## config.mk

```make
export PLATFORM = sky130hd
export DESIGN_NAME = gate_sequencer
export DESIGN_NICKNAME = d
export VERILOG_FILES = /design/src/rtl/parking_pkg.sv /design/src/rtl/ir_debouncer.sv /design/src/rtl/gate_sequencer.sv
export SDC_FILE = /design/constraint.sdc
export NUM_CORES = 1
export LEC_CHECK = 0
export ABC_AREA = 0
export BUFFER_PORTS_ARGS = -buffer_cell sky130_fd_sc_hd__buf_4
export CORE_ASPECT_RATIO = 0.6
export CORE_MARGIN = 3
export CORE_UTILIZATION = 54
export DETAILED_ROUTE_END_ITERATION = 8
export PLACE_DENSITY = 0.75
export SLEW_MARGIN = 20
export SYNTH_ARGS = -nofsm -noshare
export SYNTH_HDL_FRONTEND = slang
export SYNTH_HIERARCHICAL = 1
export SYNTH_SLANG_ARGS = --single-unit
```

## constraint.sdc

```tcl
create_clock -name clock_50MHz -period 2.8 [get_ports clock_50MHz]
set_clock_uncertainty 0.2 [all_clocks]
set_input_delay 0.28 -clock clock_50MHz [delete_from_list [all_inputs] [get_ports clock_50MHz]]
set_output_delay 0.28 -clock clock_50MHz [all_outputs]
set_load 0.05 [all_outputs]
```

## src/rtl/parking_pkg.sv

```systemverilog
// Shared types and helpers for the parking-lot entrance gate controller.
package parking_pkg;

  localparam int N_SLOTS = 6;
  localparam int SLOT_W  = 3;
  localparam int COUNT_W = 8;

  typedef enum logic [2:0] {
    IDLE  = 3'd0,
    OPEN  = 3'd1,
    PASS  = 3'd2,
    CLOSE = 3'd3,
    DENY  = 3'd4
  } state_e;

  // Lowest-numbered clear bit; 0 when every slot is occupied.
  function automatic logic [SLOT_W-1:0] lowest_free(input logic [N_SLOTS-1:0] occ);
    logic [SLOT_W-1:0] idx;
    idx = '0;
    for (int i = N_SLOTS - 1; i >= 0; i--) begin
      if (!occ[i]) idx = SLOT_W'(i);
    end
    return idx;
  endfunction

  function automatic logic [SLOT_W-1:0] count_free(input logic [N_SLOTS-1:0] occ);
    logic [SLOT_W-1:0] n;
    n = '0;
    for (int i = 0; i < N_SLOTS; i++) begin
      n = n + {{(SLOT_W-1){1'b0}}, ~occ[i]};
    end
    return n;
  endfunction

endpackage

```

## src/rtl/ir_debouncer.sv

```systemverilog
// Two-flop synchroniser and level debouncer for the entrance IR beam,
// with a one-cycle rising-edge strobe on the debounced level.
module ir_debouncer #(
  parameter int DEBOUNCE_CYCLES = 16
) (
  input  logic clk_i,
  input  logic rst_ni,
  input  logic ir_i,
  output logic ir_db_o,
  output logic ir_rise_o
);

  localparam int CNT_W = (DEBOUNCE_CYCLES > 1) ? $clog2(DEBOUNCE_CYCLES) : 1;

  logic             sync1_q;
  logic             ir_s_q;
  logic             ir_db_q, ir_db_d;
  logic             ir_db_dly_q;
  logic [CNT_W-1:0] cnt_q, cnt_d;

  // The counter only runs while the synchronised level disagrees with the
  // debounced one, so any agreement restarts the qualification window.
  always_comb begin
    cnt_d   = '0;
    ir_db_d = ir_db_q;
    if (ir_s_q != ir_db_q) begin
      if (cnt_q == CNT_W'(DEBOUNCE_CYCLES - 1)) ir_db_d = ~ir_db_q;
      else                                      cnt_d   = cnt_q + 1'b1;
    end
  end

  always_ff @(posedge clk_i or negedge rst_ni) begin
    if (!rst_ni) begin
      sync1_q     <= 1'b0;
      ir_s_q      <= 1'b0;
      ir_db_q     <= 1'b0;
      ir_db_dly_q <= 1'b0;
      cnt_q       <= '0;
    end else begin
      sync1_q     <= ir_i;
      ir_s_q      <= sync1_q;
      ir_db_q     <= ir_db_d;
      ir_db_dly_q <= ir_db_q;
      cnt_q       <= cnt_d;
    end
  end

  assign ir_db_o   = ir_db_q;
  assign ir_rise_o = ir_db_q & ~ir_db_dly_q;

endmodule

```

## src/rtl/gate_sequencer.sv

```systemverilog
// Entrance gate controller: admits or refuses cars on a debounced beam rise,
// assigns the lowest free slot and walks the gate through open/hold/close.
module gate_sequencer
  import parking_pkg::*;
#(
  parameter int DEBOUNCE_CYCLES = 16,
  parameter int HOLD_CYCLES     = 8,
  parameter int CLOSE_CYCLES    = 6,
  parameter int OPEN_TIMEOUT    = 50
) (
  input  logic               clock_50MHz,
  input  logic               reset_n,
  input  logic               infrared_input,
  input  logic [N_SLOTS-1:0] pos,
  output logic               open_gate,
  output logic               deny,
  output logic               lot_full,
  output logic [SLOT_W-1:0]  free_count,
  output logic [SLOT_W-1:0]  assigned_slot,
  output logic               slot_valid,
  output logic               timeout_pulse,
  output logic [COUNT_W-1:0] entry_count
);

  localparam int TMR_MAX0 = (OPEN_TIMEOUT > HOLD_CYCLES) ? OPEN_TIMEOUT : HOLD_CYCLES;
  localparam int TMR_MAX  = (TMR_MAX0 > CLOSE_CYCLES) ? TMR_MAX0 : CLOSE_CYCLES;
  localparam int TMR_W    = $clog2(TMR_MAX + 1);

  logic               ir_db, ir_rise;
  logic [N_SLOTS-1:0] pos_sync_q, pos_s_q;
  logic [SLOT_W-1:0]  free_q;
  logic               lot_full_q;

  state_e             state_q;
  logic [TMR_W-1:0]   timer_q;
  logic               open_gate_q, deny_q, slot_valid_q, timeout_q;
  logic [SLOT_W-1:0]  slot_q;
  logic [COUNT_W-1:0] entry_q;

  ir_debouncer #(
    .DEBOUNCE_CYCLES(DEBOUNCE_CYCLES)
  ) u_deb (
    .clk_i    (clock_50MHz),
    .rst_ni   (reset_n),
    .ir_i     (infrared_input),
    .ir_db_o  (ir_db),
    .ir_rise_o(ir_rise)
  );

  always_ff @(posedge clock_50MHz or negedge reset_n) begin
    if (!reset_n) begin
      pos_sync_q <= '0;
      pos_s_q    <= '0;
      free_q     <= '0;
      lot_full_q <= 1'b0;
    end else begin
      pos_sync_q <= pos;
      pos_s_q    <= pos_sync_q;
      free_q     <= count_free(pos_s_q);
      lot_full_q <= &pos_s_q;
    end
  end

  // Gate/deny outputs are registered decodes of the previous state, so they
  // trail the state register by one cycle; the admission latency budget
  // includes that stage.
  always_ff @(posedge clock_50MHz or negedge reset_n) begin
    if (!reset_n) begin
      state_q      <= IDLE;
      timer_q      <= '0;
      open_gate_q  <= 1'b0;
      deny_q       <= 1'b0;
      slot_valid_q <= 1'b0;
      timeout_q    <= 1'b0;
      slot_q       <= '0;
      entry_q      <= '0;
    end else begin
      open_gate_q <= (state_q == OPEN) || (state_q == PASS);
      deny_q      <= (state_q == DENY);
      timeout_q   <= 1'b0;
      case (state_q)
        IDLE: begin
          if (ir_rise) begin
            if (lot_full_q) begin
              state_q <= DENY;
            end else begin
              state_q      <= OPEN;
              slot_q       <= lowest_free(pos_s_q);
              slot_valid_q <= 1'b1;
              timer_q      <= '0;
            end
          end
        end
        OPEN: begin
          if (!ir_db) begin
            state_q <= PASS;
            timer_q <= '0;
          end else if (timer_q == TMR_W'(OPEN_TIMEOUT - 1)) begin
            state_q      <= CLOSE;
            timer_q      <= '0;
            timeout_q    <= 1'b1;
            slot_valid_q <= 1'b0;
          end else begin
            timer_q <= timer_q + 1'b1;
          end
        end
        PASS: begin
          if (ir_db) begin
            state_q <= OPEN;
            timer_q <= '0;
          end else if (timer_q == TMR_W'(HOLD_CYCLES - 1)) begin
            state_q      <= CLOSE;
            timer_q      <= '0;
            slot_valid_q <= 1'b0;
            entry_q      <= entry_q + 1'b1;
          end else begin
            timer_q <= timer_q + 1'b1;
          end
        end
        CLOSE: begin
          if (timer_q == TMR_W'(CLOSE_CYCLES - 1)) begin
            state_q <= IDLE;
            timer_q <= '0;
          end else begin
            timer_q <= timer_q + 1'b1;
          end
        end
        DENY: begin
          if (!ir_db) state_q <= IDLE;
        end
        default: begin
          state_q <= IDLE;
          timer_q <= '0;
        end
      endcase
    end
  end

  assign open_gate     = open_gate_q;
  assign deny          = deny_q;
  assign lot_full      = lot_full_q;
  assign free_count    = free_q;
  assign assigned_slot = slot_q;
  assign slot_valid    = slot_valid_q;
  assign timeout_pulse = timeout_q;
  assign entry_count   = entry_q;

endmodule
```

==> run metrics, run 1 <==
XOR/XNOR Fraction of Synth Area=0.04232; Fillers=248; Ys Warns=6; Starting Density=0.5975; Post-synth EDFFs=0; status=finished clean; buffer count from post-CTS setup fixing=0; Worst EP arrival=2.44 ns; Max Fclk=0.4063 GHz; Final #Nets=229; period utilisation layout=0.8790; Post-route DRC=0; # port buffers=27; commonest non-fill, non-tap cell in the layout=dfrtp_1; Top Usage Layer GRT=met2; Syn Std Cell Area=2069 um2; Post-Synth Simple-Gate Area=0.1741; Synth Area in Compound Gates=0.09734; antenna diode count=0; Mean Syn Cell Area=11.96 um2; area grow syn2layout=19.47%; Hold Path Sink=pos_s_q[4]; Worst Hold Path Cells=0; Slew headroom=0.5925; Synth Area in Adders=0.06530; TritonCTS clock tree=done; R2R Setup Slk=0.34 ns; Final Core Density=0.7139; Max Cap Viol=0; FF-to-FF End=free_count[1]; setup TNS=0 ns; post-synthesis mux area share=0.01270; layout cells sized above 1=0.2123; Hold Path Class=flip-flop to flip-flop; Tmin final=2.461 ns; Seq/Total Area, Yosys=0.5804; iteration count of the initial detailed-routing pass=4; Crit path required time=2.77 ns; H-tree depth=2; RD Place Congestion=0.9227; critical path class=flip-flop to flip-flop; initial antenna violation count=0; total clock sinks=48; Hold Violations, Final=0; crit-path max FO=4; P_leak=1.164 nW; Startpoint Class=flip-flop; main combinational cell family by area after synthesis=simple AND/OR/NAND/NOR gates; RSZ-0062 raised after global routing=false; PostCTS Resize Cnt=0; CTS Buffer Depth=2; clock buffer count from CTS=5; Die W=85.92 um; most frequent cells in the layout=dfrtp_1 (48), buf_4 (27), nand2_1 (12); min-delay src=pos_sync_q[4]; worst r2r src=pos_s_q[0]; first-pass GRT wire length=6513 um; routed wire length=3818 um; # rows=16; syn nets=191; asr flop ratio synth=1.000; M1 GR Usage=0.2715; Cells after Synth=173; Synth Flop Type=dfrtp_1; antenna-violating nets left=0; largest net degree at the start of global routing=49; # setup viols final=0; number of global-route vias before repair=1347; core area=3463 um2; full die area=4635 um2; Cell variety after synth=45; crit path capture type=flip-flop; Pwr Density=686.7 nW/um2; GR Layer Usage met3=0.05352; HPWL Detailed=2685 um; measured slew at the worst slew-check pin=0.6066 ns; Vias=1415; maximum vdd drop=0.0004409 V; clock tree root buffer cell=clkbuf_8; fin. max-slew vios=0; Yosys reg bits=48; Die H=53.95 um; reg2reg path depth=5; Via density=5.506; Starting DRT DRC Count=52; Worst-Skew Late Latency=0.30 ns; total grt overflow=0; Worst-path clk slew=0.09 ns; I/O pin cnt=28; GRT met2 Usage=0.2749; WL/cell=14.86 um; gr usage total=0.1872
## stage by stage
stage | std cells | instance area [um2] | setup WS, ns | total power [mW] | hold WS [ns]
after floorplan | 173 | 2069 | 0.4553 | 1.175 | -0.2156
after global placement | 241 | 2305 | 0.4298 | 1.281 | 0.1122
after detailed placement | 241 | 2305 | 0.3567 | 1.294 | 0.1264
after CTS | 257 | 2472 | 0.3362 | 1.706 | 0.1559
after global routing | 257 | 2472 | 0.2813 | 1.797 | 0.1693
final | 257 | 2472 | 0.3387 | 1.698 | 0.1554
## synth_stat cells, types with 2 or more instances
| cell | count | area (um2) |
|---|---|---|
| dfrtp_1 | 48 | 1201 |
| nand2_1 | 12 | 45.04 |
| nor2_1 | 10 | 37.54 |
| inv_1 | 9 | 33.78 |
| o21ai_0 | 9 | 45.04 |
| xnor2_1 | 8 | 70.07 |
| nand3_1 | 7 | 35.03 |
| a21oi_1 | 6 | 30.03 |
| ha_1 | 6 | 75.07 |
| nor3_1 | 6 | 30.03 |
| a31oi_1 | 3 | 18.77 |
| and2_1 | 3 | 18.77 |
| fa_1 | 3 | 60.06 |
| o31ai_1 | 3 | 22.52 |
| and3_1 | 2 | 12.51 |
| clkbuf_1 | 2 | 7.510 |
| nand2b_1 | 2 | 12.51 |
| nand4_1 | 2 | 12.51 |
| nand4b_1 | 2 | 17.52 |
| nor2b_1 | 2 | 12.51 |
| nor3b_1 | 2 | 15.01 |
| o211ai_1 | 2 | 15.01 |
| xor2_1 | 2 | 17.52 |
## worst max-delay path, cell delays in order, from the launching register on
cell     delay [ns]
dfrtp_1        0.42
inv_1          0.10
fa_1           0.57
fa_1           0.42
ha_1           0.20
fa_1           0.43
## layer usage
metal / wire [um] / up-vias
li1: - / 680
met1: 1902 / 705
met2: 1702 / 25
met3: 178 / 5
met4: 34 / 0
met5: 0 / -
## timing repair
| item | in CTS | in global routing |
|---|---|---|
| hold buffers | 8 | 0 |
| endpoints found under the hold margin | 55 | 0 |
| endpoints found under the setup margin | 0 | 0 |
## state kept, by name, indices dropped and copies added (netlist names)
signal / cells
timer_q: 6
free_count: 3
entry_count: 8
slot_valid: 1
u_deb/ir_s_q: 1
open_gate: 1
deny: 1
pos_s_q: 6
u_deb/ir_db_dly_q: 1
assigned_slot: 3
u_deb/sync1_q: 1
state_q: 3
u_deb/cnt_q: 4
timeout_pulse: 1
lot_full: 1
u_deb/ir_db_o: 1
pos_sync_q: 6
## cell type report
cell class | count | area, um2 | area share
Tap cell | 45 | 56.30 | 0.02277
Timing Repair Buffer | 35 | 282.8 | 0.1144
Clock buffer | 5 | 68.82 | 0.02783
Sequential cell | 48 | 1201 | 0.4858
Inverter | 9 | 33.78 | 0.01366
Multi-Input combinational cell | 112 | 810.8 | 0.3279
Clock inverter | 3 | 18.77 | 0.007591
## how the worst max path moves through the flow
stage | startpoint | end | slack (ns)
finish | pos_s_q[0] | free_count[1] | 0.34
global route | pos_s_q[0] | free_count[1] | 0.28
CTS | pos_s_q[0] | free_count[1] | 0.34
detailed placement | pos_s_q[0] | free_count[1] | 0.36
global placement | pos_s_q[0] | free_count[1] | 0.43
floorplan | pos_s_q[0] | free_count[1] | 0.46
## cells by family (layout without fill, tap and decap cells)
| group | Yosys count | after routing |
|---|---|---|
| simple gates | 60 | 60 |
| flops | 48 | 48 |
| compound gates | 31 | 31 |
| buf+inv | 13 | 52 |
| xor+xnor | 10 | 10 |
| fa+ha+maj | 9 | 9 |
| mux | 2 | 2 |
## power by group
part | internal [mW] | switching (mW) | total (mW)
registers | 0.762 | 0.0823 | 0.844
logic | 0.165 | 0.287 | 0.451
clock network | 0.174 | 0.228 | 0.403
total | 1.10 | 0.597 | 1.70
Note: power is estimated with default switching activity, not from simulation.
==> inputs of run 2 (changes only) <==
- ABC_AREA: 0 -> 1
- PLACE_DENSITY: 0.75 -> 0.74
- TNS_END_PERCENT: not set -> 50
==> run 2 against run 1 <==
Effect of this change:
- clock-buffer cell count is the same
- routed wire length shrank 1.6%
- largest cell class unchanged
- register-to-register slack gained 0.05 ns
- design area grew 4.5%
- non-clock buffer count is the same
- critical endpoint unchanged
- critical path type unchanged
==> run metrics, run 2 <==
FF+latch area=1201 um2 (unchanged); Hold Path Sink=pos_s_q[5] (was pos_s_q[4]); CP dominant cell by count=fa_1 (unchanged); Max Fclk=0.4153 GHz (was 0.4063 GHz); area grow syn2layout=19.58% (was 19.47%); Yosys reg bits=48 (unchanged); # rows=17 (was 16); R2R Setup Slk=0.39 ns (was 0.34 ns); full die area=4819 um2 (was 4635 um2); largest net degree at the start of global routing=49 (unchanged); most frequent cells in the layout=nand2_1 (53), dfrtp_1 (48), inv_1 (32) (was dfrtp_1 (48), buf_4 (27), nand2_1 (12)); syn nets=247 (was 191); reg2reg path depth=5 (unchanged); RD Place Congestion=0.8851 (was 0.9227); Hold Path Class=flip-flop to flip-flop (unchanged); core area=3765 um2 (was 3463 um2); Via density=4.862 (was 5.506); Starting Density=0.5736 (was 0.5975); CP top delay family=adder cells (unchanged); period utilisation layout=0.8600 (was 0.8790); fin. max-slew vios=0 (unchanged); status=finished clean (unchanged); total grt overflow=0 (unchanged); Multi-input gate area=827.0 um2 (was 810.8 um2); HPWL Detailed=2784 um (was 2685 um); Seq/Total Area, Yosys=0.5562 (was 0.5804); Hold Violations, Final=0 (unchanged); antenna-violating nets left=0 (unchanged); Synth Area in Adders=0.06257 (was 0.06530); initial antenna violation count=0 (unchanged); maximum vdd drop=0.0003252 V (was 0.0004409 V); iteration count of the initial detailed-routing pass=4 (unchanged); asr flop ratio synth=1.000 (unchanged); Worst-path clk slew=0.08 ns (was 0.09 ns); area leader, netlist=dfrtp_1 (unchanged); critical path class=flip-flop to flip-flop (unchanged); clock tree root buffer cell=clkbuf_8 (unchanged); Startpoint Class=flip-flop (unchanged); Post-route DRC=0 (unchanged); crit path capture type=flip-flop (unchanged); DP Area=2421 um2 (was 2305 um2); Cells after Synth=229 (was 173); measured slew at the worst slew-check pin=0.5672 ns (was 0.6066 ns); P_leak=1.376 nW (was 1.164 nW); Crit path required time=2.78 ns (was 2.77 ns); I/O pin cnt=28 (unchanged); Slew headroom=0.6219 (was 0.5925); Worst EP arrival=2.39 ns (was 2.44 ns); commonest non-fill, non-tap cell in the layout=nand2_1 (was dfrtp_1); Tmin final=2.408 ns (was 2.461 ns); layout cells sized above 1=0.1734 (was 0.2123); number of global-route vias before repair=1353 (was 1347); Post-synth EDFFs=0 (unchanged); Starting DRT DRC Count=88 (was 52); Critical Path Source=pos_s_q[0] (unchanged); Post-Synth Simple-Gate Area=0.2428 (was 0.1741); Worst Hold Path Cells=0 (unchanged); crit-path max FO=4 (unchanged); post-route cell area=2582 um2 (was 2472 um2); antenna diode count=0 (unchanged); Synth top cells by count=nand2_1 (53), dfrtp_1 (48), inv_1 (32) (was dfrtp_1 (48), nand2_1 (12), nor2_1 (10)); Ys Warns=6 (unchanged); CP Buf/Inv Count=1 (unchanged); Vias=1546 (was 1415); main combinational cell family by area after synthesis=simple AND/OR/NAND/NOR gates (unchanged); top-count cell post-synth=nand2_1 (was dfrtp_1); Synth Flop Type=dfrtp_1 (unchanged); Die H=54.99 um (was 53.95 um); first-pass GRT wire length=6251 um (was 6513 um); gr usage total=0.1764 (was 0.1872); CP Cell Sequence=inv_1, fa_1, fa_1, ha_1, fa_1 (unchanged); Crit-path slowest cell=fa_1 (unchanged); WL/cell=11.81 um (was 14.86 um); post-synthesis mux area share=0 (was 0.01270); routed wire length=3757 um (was 3818 um); PostCTS Resize Cnt=0 (unchanged); Syn Std Cell Area=2160 um2 (was 2069 um2); Die W=87.64 um (was 85.92 um); main area contributors after synthesis=dfrtp_1 (56%), nand2_1 (9.2%), inv_1 (5.6%) (was dfrtp_1 (58%), ha_1 (3.6%), xnor2_1 (3.4%)); Max Cap Viol=0 (unchanged); Cell variety after synth=24 (was 45); Yosys top cell area share=0.5562 (was 0.5804); Fillers=288 (was 248); CTS Buffer Depth=2 (unchanged); FF-to-FF End=free_count[1] (unchanged); # setup viols final=0 (unchanged); Worst-Skew Late Latency=0.30 ns (about the same); XOR/XNOR Fraction of Synth Area=0.03650 (was 0.04232); H-tree depth=2 (unchanged); max FFs per register=8 (unchanged); Synth Area in Compound Gates=0.04114 (was 0.09734); clock buffer count from CTS=5 (unchanged); RSZ-0062 raised after global routing=false (unchanged); total clock sinks=48 (unchanged); # port buffers=27 (unchanged); Mean Syn Cell Area=9.430 um2 (was 11.96 um2); Final #Nets=289 (was 229); crit-path max cell delay=0.56 ns (was 0.57 ns); setup TNS=0 ns (unchanged); TritonCTS clock tree=done (unchanged); Pwr Density=494.3 nW/um2 (was 686.7 nW/um2); min-delay src=pos_sync_q[5] (was pos_sync_q[4]); worst r2r src=pos_s_q[0] (unchanged)
-- run 2: per-stage QoR --
step	power (mW)	utilization	cells	setup slack (ns)	hold WS, ns
2_1_floorplan	0.8379	-	229	0.4539	-0.2156
3_3_place_gp	0.8921	0.6431	303	0.4235	0.1203
3_5_place_dp	0.8941	0.6431	303	0.3914	0.1173
4_1_cts	1.287	0.6859	318	0.3782	0.1551
5_1_grt	1.330	0.6859	318	0.3132	0.1618
6_report	1.276	0.6859	318	0.3921	0.1532
-- run 2: layout make-up --
class / instances / area share
sequential: 48 / 0.4651
timing repair buffer: 35 / 0.1095
inverter: 35 / 0.05087
clock buffer: 5 / 0.02665
tap: 47 / 0.02277
multi-input combinational: 146 / 0.3203
clock inverter: 2 / 0.004845
-- run 2: cells by family after synthesis --
| kind of cell | Yosys count |
|---|---|
| buf+inv | 35 |
| fa+ha+maj | 9 |
| simple gates | 112 |
| compound gates | 16 |
| flops | 48 |
| xor+xnor | 9 |
-- run 2: worst max-delay path by stage --
stage                               end  slack (ns)  cells past startpoint
after floorplan           free_count[1]        0.45                      5
after global placement    free_count[1]        0.42                      5
after detailed placement  free_count[1]        0.39                      5
after CTS                 free_count[1]        0.38                      5
after global routing      free_count[1]        0.31                      5
final                     free_count[1]        0.39                      5
-- run 2: timing repair --
action | 4_1_cts | 5_1_grt
buffers inserted | 0 | 0
endpoints found under the hold margin | 55 | 0
hold buffers | 8 | 0
-- run 2: worst reg2reg max path, cell delays in order (launching register included) --
cell     delay [ns]
dfrtp_1        0.40
inv_1          0.09
fa_1           0.56
fa_1           0.42
ha_1           0.20
fa_1           0.42
-- run 2: metal layers --
metal	global-route usage	up-vias	wire length, um
met5	0	-	0
met4	0.06122	0	48
met3	0.04882	7	219
met2	0.2363	36	1350
met1	0.2710	694	2139
li1	-	809	-
-- run 2: power by group --
| group | internal (mW) | total (mW) | switching, mW | leakage (nW) |
|---|---|---|---|---|
| clock | 0.169 | 0.390 | 0.221 | 0.0400 |
| sequential | 0.721 | 0.735 | 0.0142 | 0.629 |
| combinational | 0.0519 | 0.152 | 0.0997 | 0.707 |
